`config.mk`:
```
export PLATFORM = sky130hd
export DESIGN_NAME = vga_vram_arbiter
export DESIGN_NICKNAME = d
export VERILOG_FILES = /design/src/rtl/vga_pkg.sv /design/src/rtl/vga_fb_addr.sv /design/src/rtl/vga_vram_arbiter.sv
export SDC_FILE = /design/constraint.sdc
export NUM_CORES = 1
export LEC_CHECK = 0
export BUFFER_PORTS_ARGS = -buffer_cell sky130_fd_sc_hd__buf_2
export CAP_MARGIN = 20
export CORE_ASPECT_RATIO = 0.7
export CORE_UTILIZATION = 35
export CTS_BUF_LIST = sky130_fd_sc_hd__clkbuf_2 sky130_fd_sc_hd__clkbuf_4 sky130_fd_sc_hd__clkbuf_8
export DETAILED_ROUTE_END_ITERATION = 10
export PLACE_DENSITY_LB_ADDON = 0.08
export SYNTH_ARGS = -nofsm -noshare
export SYNTH_HDL_FRONTEND = slang
export SYNTH_SLANG_ARGS = --single-unit
```
`constraint.sdc`:
```
create_clock -name Clock25 -period 3 [get_ports Clock25]
set_clock_uncertainty 0.1 [all_clocks]
set_input_delay 0.15 -clock Clock25 [delete_from_list [all_inputs] [get_ports Clock25]]
set_output_delay 0.15 -clock Clock25 [all_outputs]
set_load 0.02 [all_outputs]
```
`src/rtl/vga_pkg.sv`:
```
// rtl/vga_pkg.sv - shared VGA timing constants, framebuffer types and slot encoding
// Contents: 640x480 active area within an 800x525 frame, 320x240 framebuffer
// geometry, pixel/address types, slot owner enum, pipeline tag struct and an
// active-area helper.
package vga_pkg;
    localparam logic [9:0] H_ACTIVE = 10'd640;
    localparam logic [9:0] V_ACTIVE = 10'd480;
    localparam logic [9:0] H_TOTAL  = 10'd800;
    localparam logic [9:0] V_TOTAL  = 10'd525;

    localparam int FB_W    = 320;
    localparam int FB_H    = 240;
    localparam int FB_SIZE = FB_W * FB_H;

    typedef logic [7:0]  pixel_t;
    typedef logic [16:0] vaddr_t;

    typedef enum logic [1:0] {
        SLOT_DISPLAY,
        SLOT_WRITE,
        SLOT_IDLE
    } slot_e;

    // One entry per pipeline stage: is the pixel on screen, and does this
    // stage carry freshly read RAM data (even column) or a hold cycle.
    typedef struct packed {
        logic active;
        logic load;
    } tag_t;

    function automatic logic is_active(input logic [9:0] h, input logic [9:0] v);
        return (h < H_ACTIVE) && (v < V_ACTIVE);
    endfunction
endpackage

```
`src/rtl/vga_fb_addr.sv`:
```
// rtl/vga_fb_addr.sv - framebuffer row/column to linear address, row*320+col
// Ports: row, col - halved vertical/horizontal counters (stored pixel coords);
//        addr     - linear RAM address.
module vga_fb_addr #(
    parameter int ADDR_W = 17
) (
    input  logic [8:0]        row,
    input  logic [8:0]        col,
    output logic [ADDR_W-1:0] addr
);
    // row*320 = row*256 + row*64
    assign addr = ADDR_W'({row, 8'b0}) + ADDR_W'({row, 6'b0}) + ADDR_W'(col);
endmodule

```
`src/rtl/vga_vram_arbiter.sv`:
```
// rtl/vga_vram_arbiter.sv - single-port VRAM shared by display fetch and pixel writer
// Ports: Clock25/Reset - pixel clock, sync active-high reset;
//        HorizontalCounter/VerticalCounter - raster position from vga_sync;
//        MemAddr/MemWe/MemWData/MemRData - registered RAM command, read data 1 cycle later;
//        WriteReq/WriteAddr/WriteData/WriteAck/WriteDropped - writer handshake;
//        PixelOut/PixelValid - display pixel, 3 cycles behind the counters.
module vga_vram_arbiter #(
    parameter int FB_W                = 320,
    parameter int FB_H                = 240,
    parameter int ADDR_W              = 17,
    parameter int DATA_W              = 8,
    parameter int WRITE_IN_BLANK_ONLY = 0
) (
    input  logic              Clock25,
    input  logic              Reset,
    input  logic [9:0]        HorizontalCounter,
    input  logic [9:0]        VerticalCounter,
    output logic [ADDR_W-1:0] MemAddr,
    output logic              MemWe,
    output logic [DATA_W-1:0] MemWData,
    input  logic [DATA_W-1:0] MemRData,
    input  logic              WriteReq,
    input  logic [ADDR_W-1:0] WriteAddr,
    input  logic [DATA_W-1:0] WriteData,
    output logic              WriteAck,
    output logic              WriteDropped,
    output logic [DATA_W-1:0] PixelOut,
    output logic              PixelValid
);
    import vga_pkg::*;

    localparam logic [ADDR_W-1:0] FB_LIMIT = ADDR_W'(FB_W * FB_H);

    logic              active;
    logic              in_range;
    logic [ADDR_W-1:0] disp_addr;
    slot_e             slot;
    tag_t [1:0]        tags;

    vga_fb_addr #(.ADDR_W(ADDR_W)) u_fb_addr (
        .row  (VerticalCounter[9:1]),
        .col  (HorizontalCounter[9:1]),
        .addr (disp_addr)
    );

    assign active   = is_active(HorizontalCounter, VerticalCounter);
    assign in_range = WriteAddr < FB_LIMIT;

    // Display owns every even column of the active area; all else is free.
    always_comb begin
        slot = SLOT_IDLE;
        if (active && !HorizontalCounter[0]) begin
            slot = SLOT_DISPLAY;
        end else if (WriteReq && ((WRITE_IN_BLANK_ONLY == 0) || !active)) begin
            slot = SLOT_WRITE;
        end
    end

    always_ff @(posedge Clock25) begin
        if (Reset) begin
            MemAddr      <= '0;
            MemWe        <= 1'b0;
            MemWData     <= '0;
            WriteAck     <= 1'b0;
            WriteDropped <= 1'b0;
            PixelOut     <= '0;
            PixelValid   <= 1'b0;
            tags         <= '0;
        end else begin
            MemWe        <= 1'b0;
            WriteAck     <= 1'b0;
            WriteDropped <= 1'b0;
            case (slot)
                SLOT_DISPLAY: MemAddr <= disp_addr;
                SLOT_WRITE: begin
                    MemAddr      <= WriteAddr;
                    MemWData     <= WriteData;
                    MemWe        <= in_range;
                    WriteAck     <= 1'b1;
                    WriteDropped <= !in_range;
                end
                default: ;
            endcase

            // Stage 0: command issued; stage 1: RAM data on MemRData.
            tags[0].active <= active;
            tags[0].load   <= (slot == SLOT_DISPLAY);
            tags[1]        <= tags[0];

            PixelValid <= tags[1].active;
            if (tags[1].load) begin
                PixelOut <= MemRData;
            end else if (!tags[1].active) begin
                PixelOut <= '0;
            end
        end
    end
endmodule

```
==> PnR_summary.wiki, run 1 <==
{| class="wikitable"
! Metric !! Value
|-
| Outcome || complete, no violations
|-
| Maximum vdd ir drop || 0.000287 V
|-
| Sinks on Clock Net || 41
|-
| Leakage power of the design || 1.39 nW
|-
| Number of instances in the placed design || 390
|-
| CP peak stage delay || 0.59 ns
|-
| Top cell types by occurrence after synthesis || sky130_fd_sc_hd__dfxtp_1, sky130_fd_sc_hd__nor2_1, sky130_fd_sc_hd__a21oi_1
|-
| Count of state elements after synthesis || 41
|-
| Count of synthesis-stage warnings from yosys || 0
|-
| CTS H-tree depth || 2
|-
| Post-synthesis cell area || 2080 µm²
|-
| Final worst path period need || 2.20 ns
|-
| Synth Instances || 238
|-
| Library cell with the highest instance count after synthesis || sky130_fd_sc_hd__dfxtp_1
|-
| Source of the critical timing path || HorizontalCounter[9]
|-
| Startpoint of the worst register-to-register path || tags[2]$_SDFF_PP0_
|-
| Standard cell with the maximum stage delay on the critical path || sky130_fd_sc_hd__fa_1
|-
| Area share of the largest cell type after synthesis || 39.4%
|-
| Global-route wire length before repair || 8210 µm
|-
| Maximum fanout encountered on the critical timing path || 3
|-
| Number of fill cells || 597
|-
| Fmax || 454 MHz
|-
| Number of global-route vias before repair || 1713
|-
| Bufs on Longest Clock Path || 2
|-
| Clock insertion delay at the later pin of the skew report || 0.29 ns
|-
| Count of non-filler cells in the finished layout || 407
|-
| WP buf/inv || 3
|-
| Reg2reg setup slack || 1.83 ns
|-
| Startpoint of the tightest hold check path || MemRData[2]
|-
| CP Data Arrival Time || 2.29 ns
|-
| Accumulated negative setup slack || 0 ns
|-
| Port bufs || 91
|-
| Post-synth ARST share || 0%
|-
| Tightest slew margin relative to the limit || 50.4%
|-
| Transition time at the pin with the least slew margin || 0.744 ns
|-
| Vias after detailed routing || 1948
|-
| Floorplan row count || 23
|-
| Category of cells accounting for the largest share of critical-path delay || adder cells
|-
| Synthesis-to-layout area growth || 34.4%
|-
| Area of the die || 6270 µm²
|-
| Largest net degree at the start of global routing || 41
|-
| Initial core utilization || 36.4%
|-
| Number of diodes || 0
|-
| Class of the most critical setup path || input pin to flip-flop
|-
| Total non-filler cell area in the finished layout || 2800 µm²
|-
| Critical path startpoint category || input pin
|-
| Per-cell routed wire length || 12.8 µm
|-
| Count of final max-slew check failures || 0
|-
| Number of buffers added for setup after CTS || 0
|-
| Overall power || 1.42 mW
|-
| IO Pins || 93
|-
| Number of DRC markers in iteration 0 || 56
|-
| CTS tree || yes
|-
| Max Cap Viol || 0
|-
| Ys flop type || sky130_fd_sc_hd__dfxtp_1
|-
| Cell types occupying the most area after synthesis || sky130_fd_sc_hd__dfxtp_1, sky130_fd_sc_hd__ha_1, sky130_fd_sc_hd__a211oi_1
|-
| Overall overflow remaining after global route || 0
|-
| Number of nets in the finished design || 406
|-
| Post-synth EDFFs || 0
|-
| Per-cell via count in the routed design || 4.79
|-
| Number of antenna violations at the first check in global routing || 0
|-
| Final routed DRC violation total || 0
|-
| Clock buffer count from CTS || 5
|-
| Die boundary width || 94.2 µm
|-
| Hold crit path type || input pin to flip-flop
|-
| Worst endpoint required time || 3.08 ns
|-
| Setup violation total in the final timing report || 0
|-
| Routability Congestion || 0.751
|-
| Vertical extent of the die || 66.6 µm
|-
| HPWL after DPL || 3740 µm
|-
| Clock-pin slew reported for the worst setup and hold paths after clock tree synthesis || 0.08 ns
|-
| Cell-by-cell listing of the critical path || buf_2 -> inv_1 -> fa_1 -> inv_1 -> ha_1 -> a21o_1 -> nand4_1 -> a31oi_1 -> or4_1 -> and3_1
|-
| Nets in the synthesized netlist || 313
|-
| Post-placement cell area || 2580 µm²
|-
| Tcrit/Tclk final || 73.4%
|-
| GRT Util Overall || 17.2%
|-
| Master cell of the clock root buffer || sky130_fd_sc_hd__clkbuf_8
|-
| Synth cell types || 36
|-
| Share of final-layout standard cells stronger than drive strength 1 || 31.0%
|-
| Leading area contributor after synthesis || sky130_fd_sc_hd__dfxtp_1
|-
| Detailed Routing Iterations Pass 1 || 4
|-
| Cell with the most instances on the worst path || sky130_fd_sc_hd__inv_1
|-
| Placeable Area || 5730 µm²
|-
| Number of antenna-violating nets in the routed design || 0
|-
| Setup repair after global routing missed its margin || no
|-
| Syn Area/Cell || 8.76 µm²
|-
| Sequential-to-total area share from yosys stat || 39.4%
|-
| Total wire length after detailed routing || 5200 µm
|-
| Power density over cell area || 507 nW/µm²
|-
| Count of final hold-check violations || 0
|-
| Nature of the critical path endpoint || flip-flop
|}
[metrics by stage]
stage | util (%) | worst slack, ns | hold slack, ns
5_1_grt | 48.9 | 0.649 | 0.00341
6_report | 48.9 | 0.797 | 0.00813
4_1_cts | 48.9 | 0.794 | 0.000364
2_1_floorplan | - | 0.726 | 0.129
3_5_place_dp | 45.0 | 0.489 | 0.266
3_3_place_gp | 45.0 | 0.508 | 0.263
[where the power goes]
part | internal, mW | leakage, nW | switching [mW] | total (mW)
Combinational | 0.134 | 0.982 | 0.171 | 0.304
Sequential | 0.575 | 0.337 | 0.0148 | 0.589
Clock | 0.331 | 0.0681 | 0.196 | 0.527
Total | 1.04 | 1.39 | 0.382 | 1.42
[state kept, by name, indices dropped and copies added, names as in the netlist]
| register | flops |
|---|---|
| WriteAck | 1 |
| MemAddr | 17 |
| PixelOut | 8 |
| MemWe | 1 |
| PixelValid | 1 |
| WriteDropped | 1 |
| MemWData | 8 |
| tags | 4 |
[cell families after synthesis]
logic type / Yosys count / synth area share [%]
simple gates: 78 / 17.6
compound gates: 55 / 17.3
flops: 41 / 39.4
buf+inv: 27 / 5.22
fa+ha+maj: 19 / 12.1
mux: 13 / 6.30
xor+xnor: 5 / 2.10
[final cells by class]
type,count,area [µm²],share of cell area (%)
Clock buffer,5,68.8,2.46
Clock inverter,3,65.1,2.32
Inverter,12,45.0,1.61
Multi-Input combinational cell,170,1150,41.2
Sequential cell,41,821,29.3
Tap cell,75,93.8,3.35
Timing Repair Buffer,101,553,19.7
[layout by cell type, fill, tap and decap left out, drive strengths merged, types with 2 or more instances in the layout]
cell type,instances
o211ai,2
nand3,10
dfxtp,41
a211oi,18
nor2,27
xnor2,4
a31oi,2
and3,2
nand2,21
a21o,2
fa,2
ha,17
buf,92
inv,12
bufinv,2
nor3,2
nor2b,8
a21oi,24
mux2i,12
dlygate4sd3,9
nand4,2
clkbuf,5
[per-layer routing]
metal / global-route usage (%) / wire length, µm / vias to the layer above
met4: 2.88 / 19 / 0
met3: 5.82 / 370 / 2
met1: 23.7 / 2680 / 865
met5: 0 / 0 / -
li1: - / - / 1023
met2: 26.3 / 2130 / 58
[worst reg2reg max path, cell delays in order, from the launching register on]
cell and delay, ns:
sky130_fd_sc_hd__dfxtp_1 0.63, sky130_fd_sc_hd__nor2_1 0.10, sky130_fd_sc_hd__a21oi_1 0.14, sky130_fd_sc_hd__nor2_1 0.05
[timing repair]
item                      CTS  global route
hold buffers                9             0
hold endpoints to repair    9             0
resized for setup           0             0
[final timing paths]
kind,end,depth (start not counted)
worst max register to register,PixelOut[1]$_SDFFE_PP0P_,3
worst max-delay path,MemAddr[14]$_SDFFE_PP0P_,10
worst min register to register,tags[2]$_SDFF_PP0_,1
worst min-delay path,PixelOut[2]$_SDFFE_PP0P_,3
(Power assumes the default switching activity.)
==> run 2: changes to the inputs <==
- clock period: 3 -> 2.24 ns (I/O delays scaled with it)
==> PnR_summary.wiki, run 2 (synthesized netlist as in run 1, its figures left out) <==
{| class="wikitable"
! Metric !! Value
|-
| Outcome || complete, no violations
|-
| Sinks on Clock Net || 41 (unchanged)
|-
| Global-route wire length before repair || 8710 µm (+6.0%)
|-
| Count of final max-slew check failures || 0 (unchanged)
|-
| Clock buffer count from CTS || 5 (unchanged)
|-
| Clock-pin slew reported for the worst setup and hold paths after clock tree synthesis || 0.08 ns (about the same)
|-
| Sequential cell area || 821 µm² (unchanged)
|-
| Master cell of the clock root buffer || sky130_fd_sc_hd__clkbuf_8
|-
| Critical path startpoint category || input pin
|-
| Number of DRC markers in iteration 0 || 35 (-38%)
|-
| Transition time at the pin with the least slew margin || 0.606 ns (-0.138 ns)
|-
| Final core utilization || 52.0% (+3.1 points)
|-
| Tightest slew margin relative to the limit || 59.6% (+9.2 points)
|-
| Routing usage on met3 || 4.91% (-0.91 points)
|-
| Count of non-filler cells in the finished layout || 430 (+5.7%)
|-
| Largest net degree at the start of global routing || 33 (-20%)
|-
| Clock power frac || 31.7% (-5.4 points)
|-
| Final worst path period need || 2.08 ns
|-
| Number of antenna violations at the first check in global routing || 0 (unchanged)
|-
| Number of global-route vias before repair || 1866 (+8.9%)
|-
| Number of nets in the finished design || 430 (+5.9%)
|-
| Per-cell routed wire length || 12.6 µm (-1.3%)
|-
| Initial core utilization || 36.4% (unchanged)
|-
| Floorplan row count || 23 (unchanged)
|-
| Bufs on Longest Clock Path || 2 (unchanged)
|-
| Nature of the critical path endpoint || flip-flop
|-
| Class of the most critical setup path || input pin to flip-flop
|-
| CP Data Arrival Time || 2.17 ns (-0.12 ns)
|-
| Routing layer with the top usage in global route || met2
|-
| Count of final hold-check violations || 0 (unchanged)
|-
| Total wire length after detailed routing || 5420 µm (+4.3%)
|-
| Area used by multi-input combinational logic || 1150 µm² (unchanged)
|-
| CTS tree || yes
|-
| Met2 capacity usage during global routing || 28.0% (+1.7 points)
|-
| Placeable Area || 5730 µm² (unchanged)
|-
| Number of instances in the placed design || 404 (+3.6%)
|-
| Cell-by-cell listing of the critical path || buf_2 -> inv_1 -> fa_1 -> buf_4 -> fa_1 -> inv_1 -> a21oi_1 -> o221ai_1 -> buf_4 -> a311o_1 -> o211a_1
|-
| Maximum fanout encountered on the critical timing path || 3 (unchanged)
|-
| Most frequent cells in the layout || sky130_fd_sc_hd__buf_2, sky130_fd_sc_hd__dfxtp_1, sky130_fd_sc_hd__nor2_1
|-
| Number of diodes || 0 (unchanged)
|-
| Vias after detailed routing || 2034 (+4.4%)
|-
| Maximum vdd ir drop || 0.000319 V (+11%)
|-
| Setup repair after global routing missed its margin || no
|-
| Setup violation total in the final timing report || 0 (unchanged)
|-
| Cells resized by post-CTS repair || 0 (unchanged)
|-
| Standard cell with the maximum stage delay on the critical path || sky130_fd_sc_hd__fa_1
|-
| Net switching power figure || 510 µW (+34%)
|-
| Vertical extent of the die || 66.6 µm (unchanged)
|-
| Routability Congestion || 0.747 (-0.48%)
|-
| Tcrit/Tclk final || 93.1%
|-
| Switching share of power || 28.1% (+1.2 points)
|-
| Number of fill cells || 573 (-4.0%)
|-
| Number of flip-flops in the largest register || 17 (unchanged)
|-
| Worst endpoint required time || 2.32 ns (-0.76 ns)
|-
| Detailed Routing Iterations Pass 1 || 4 (unchanged)
|-
| Synthesis-to-layout area growth || 42.8%
|-
| Overall overflow remaining after global route || 0 (unchanged)
|-
| Fraction of power consumed by combinational cells || 24.8% (+3.4 points)
|-
| Number of antenna-violating nets in the routed design || 0 (unchanged)
|-
| Final routed DRC violation total || 0 (unchanged)
|-
| Registers with the most flip-flops || MemAddr: 17 flops, MemWData: 8 flops, PixelOut: 8 flops
|-
| Register with the highest flop count || MemAddr
|-
| HPWL after DPL || 3980 µm (+6.3%)
|-
| Max Cap Viol || 0 (unchanged)
|-
| Share of final-layout standard cells stronger than drive strength 1 || 32.7% (+1.7 points)
|-
| Hold crit path type || input pin to flip-flop
|-
| Clock insertion delay at the later pin of the skew report || 0.28 ns (about the same)
|-
| IO Pins || 93 (unchanged)
|-
| Die boundary width || 94.2 µm (unchanged)
|-
| Leakage power of the design || 1.48 nW (+6.9%)
|-
| Fmax || 480 MHz
|-
| Area of the die || 6270 µm² (unchanged)
|-
| GRT Util Overall || 18.1% (+0.86 points)
|-
| Internal cell power || 1.31 mW (+26%)
|-
| Power density over cell area || 611 nW/µm² (+20%)
|-
| Most common library cell in the layout ignoring fill and taps || sky130_fd_sc_hd__buf_2
|-
| CP peak stage delay || 0.55 ns (-0.04 ns)
|-
| Port bufs || 91 (unchanged)
|-
| Per-cell via count in the routed design || 4.73 (-1.2%)
|-
| CTS H-tree depth || 2 (unchanged)
|-
| GR Layer Usage met1 || 25.0% (+1.3 points)
|-
| Sequential group share of total power || 43.5% (+2.0 points)
|}
## run 2: changes by cell type in the layout (fill, tap and decap cells not counted), sizes merged
cell,change
buf,+14
bufinv,-1
dlygate4sd3,+10
## run 2: area by class of cell
class / instances / area share, %
Clock buffer: 5 / 2.31
Clock inverter: 2 / 1.18
Inverter: 12 / 1.51
Multi-Input combinational cell: 170 / 38.8
Sequential cell: 41 / 27.6
Tap cell: 75 / 3.15
Timing Repair Buffer: 125 / 25.5
## run 2: path summary, 6_finish.rpt
kind                        start                  endpoint  slack [ns]  cells after the start
max          HorizontalCounter[9]  MemAddr[15]$_SDFFE_PP0P_        0.16                     11
max reg2reg    tags[2]$_SDFF_PP0_  PixelOut[1]$_SDFFE_PP0P_        1.07                      3
min reg2reg    tags[1]$_SDFF_PP0_        tags[3]$_SDFF_PP0_        0.35                      1
min          HorizontalCounter[1]   MemAddr[0]$_SDFFE_PP0P_        0.01                      3
## run 2: power groups by stage
| stage | Combinational [mW] | Clock [mW] | Sequential (mW) |
|---|---|---|---|
| finish | 0.451 | 0.577 | 0.790 |
| global route | 0.499 | 0.629 | 0.796 |
| CTS | 0.456 | 0.599 | 0.790 |
| detailed placement | 0.427 | 0 | 0.806 |
| global placement | 0.426 | 0 | 0.807 |
| floorplan | 0.212 | 0 | 0.852 |
## run 2: metrics by stage
stage	TNS (ns)	power, mW	hold slack, ns	setup slack (ns)	area, µm²
3_5_place_dp	-0.411	1.23	0.227	-0.166	2680
4_1_cts	0	1.85	0.00111	0.150	2980
3_3_place_gp	-0.250	1.23	0.224	-0.118	2680
5_1_grt	0	1.92	0.00900	0.0326	2980
6_report	0	1.82	0.0118	0.155	2980
2_1_floorplan	0	1.06	0.0912	0.00365	2080
## run 2: what timing repair did
action | in CTS | in global routing
endpoints found under the hold margin | 19 | 0
hold buffers | 19 | 0
setup endpoints to repair | 0 | 0
setup buffers | 0 | 0
## run 2: layer usage
layer / share of wire, % / routed length, µm / up-vias
li1: - / - / 1070
met1: 52 / 2820 / 904
met2: 41 / 2230 / 55
met3: 6.1 / 331 / 5
met4: 0.72 / 39 / 0
met5: 0 / 0 / -
## run 2: worst max-delay path: cells and delay by family
family	cells	cell delay, ns
AOI/OAI and AO/OA	4	0.85
adders and majority gates	2	0.73
buffers and inverters	5	0.47
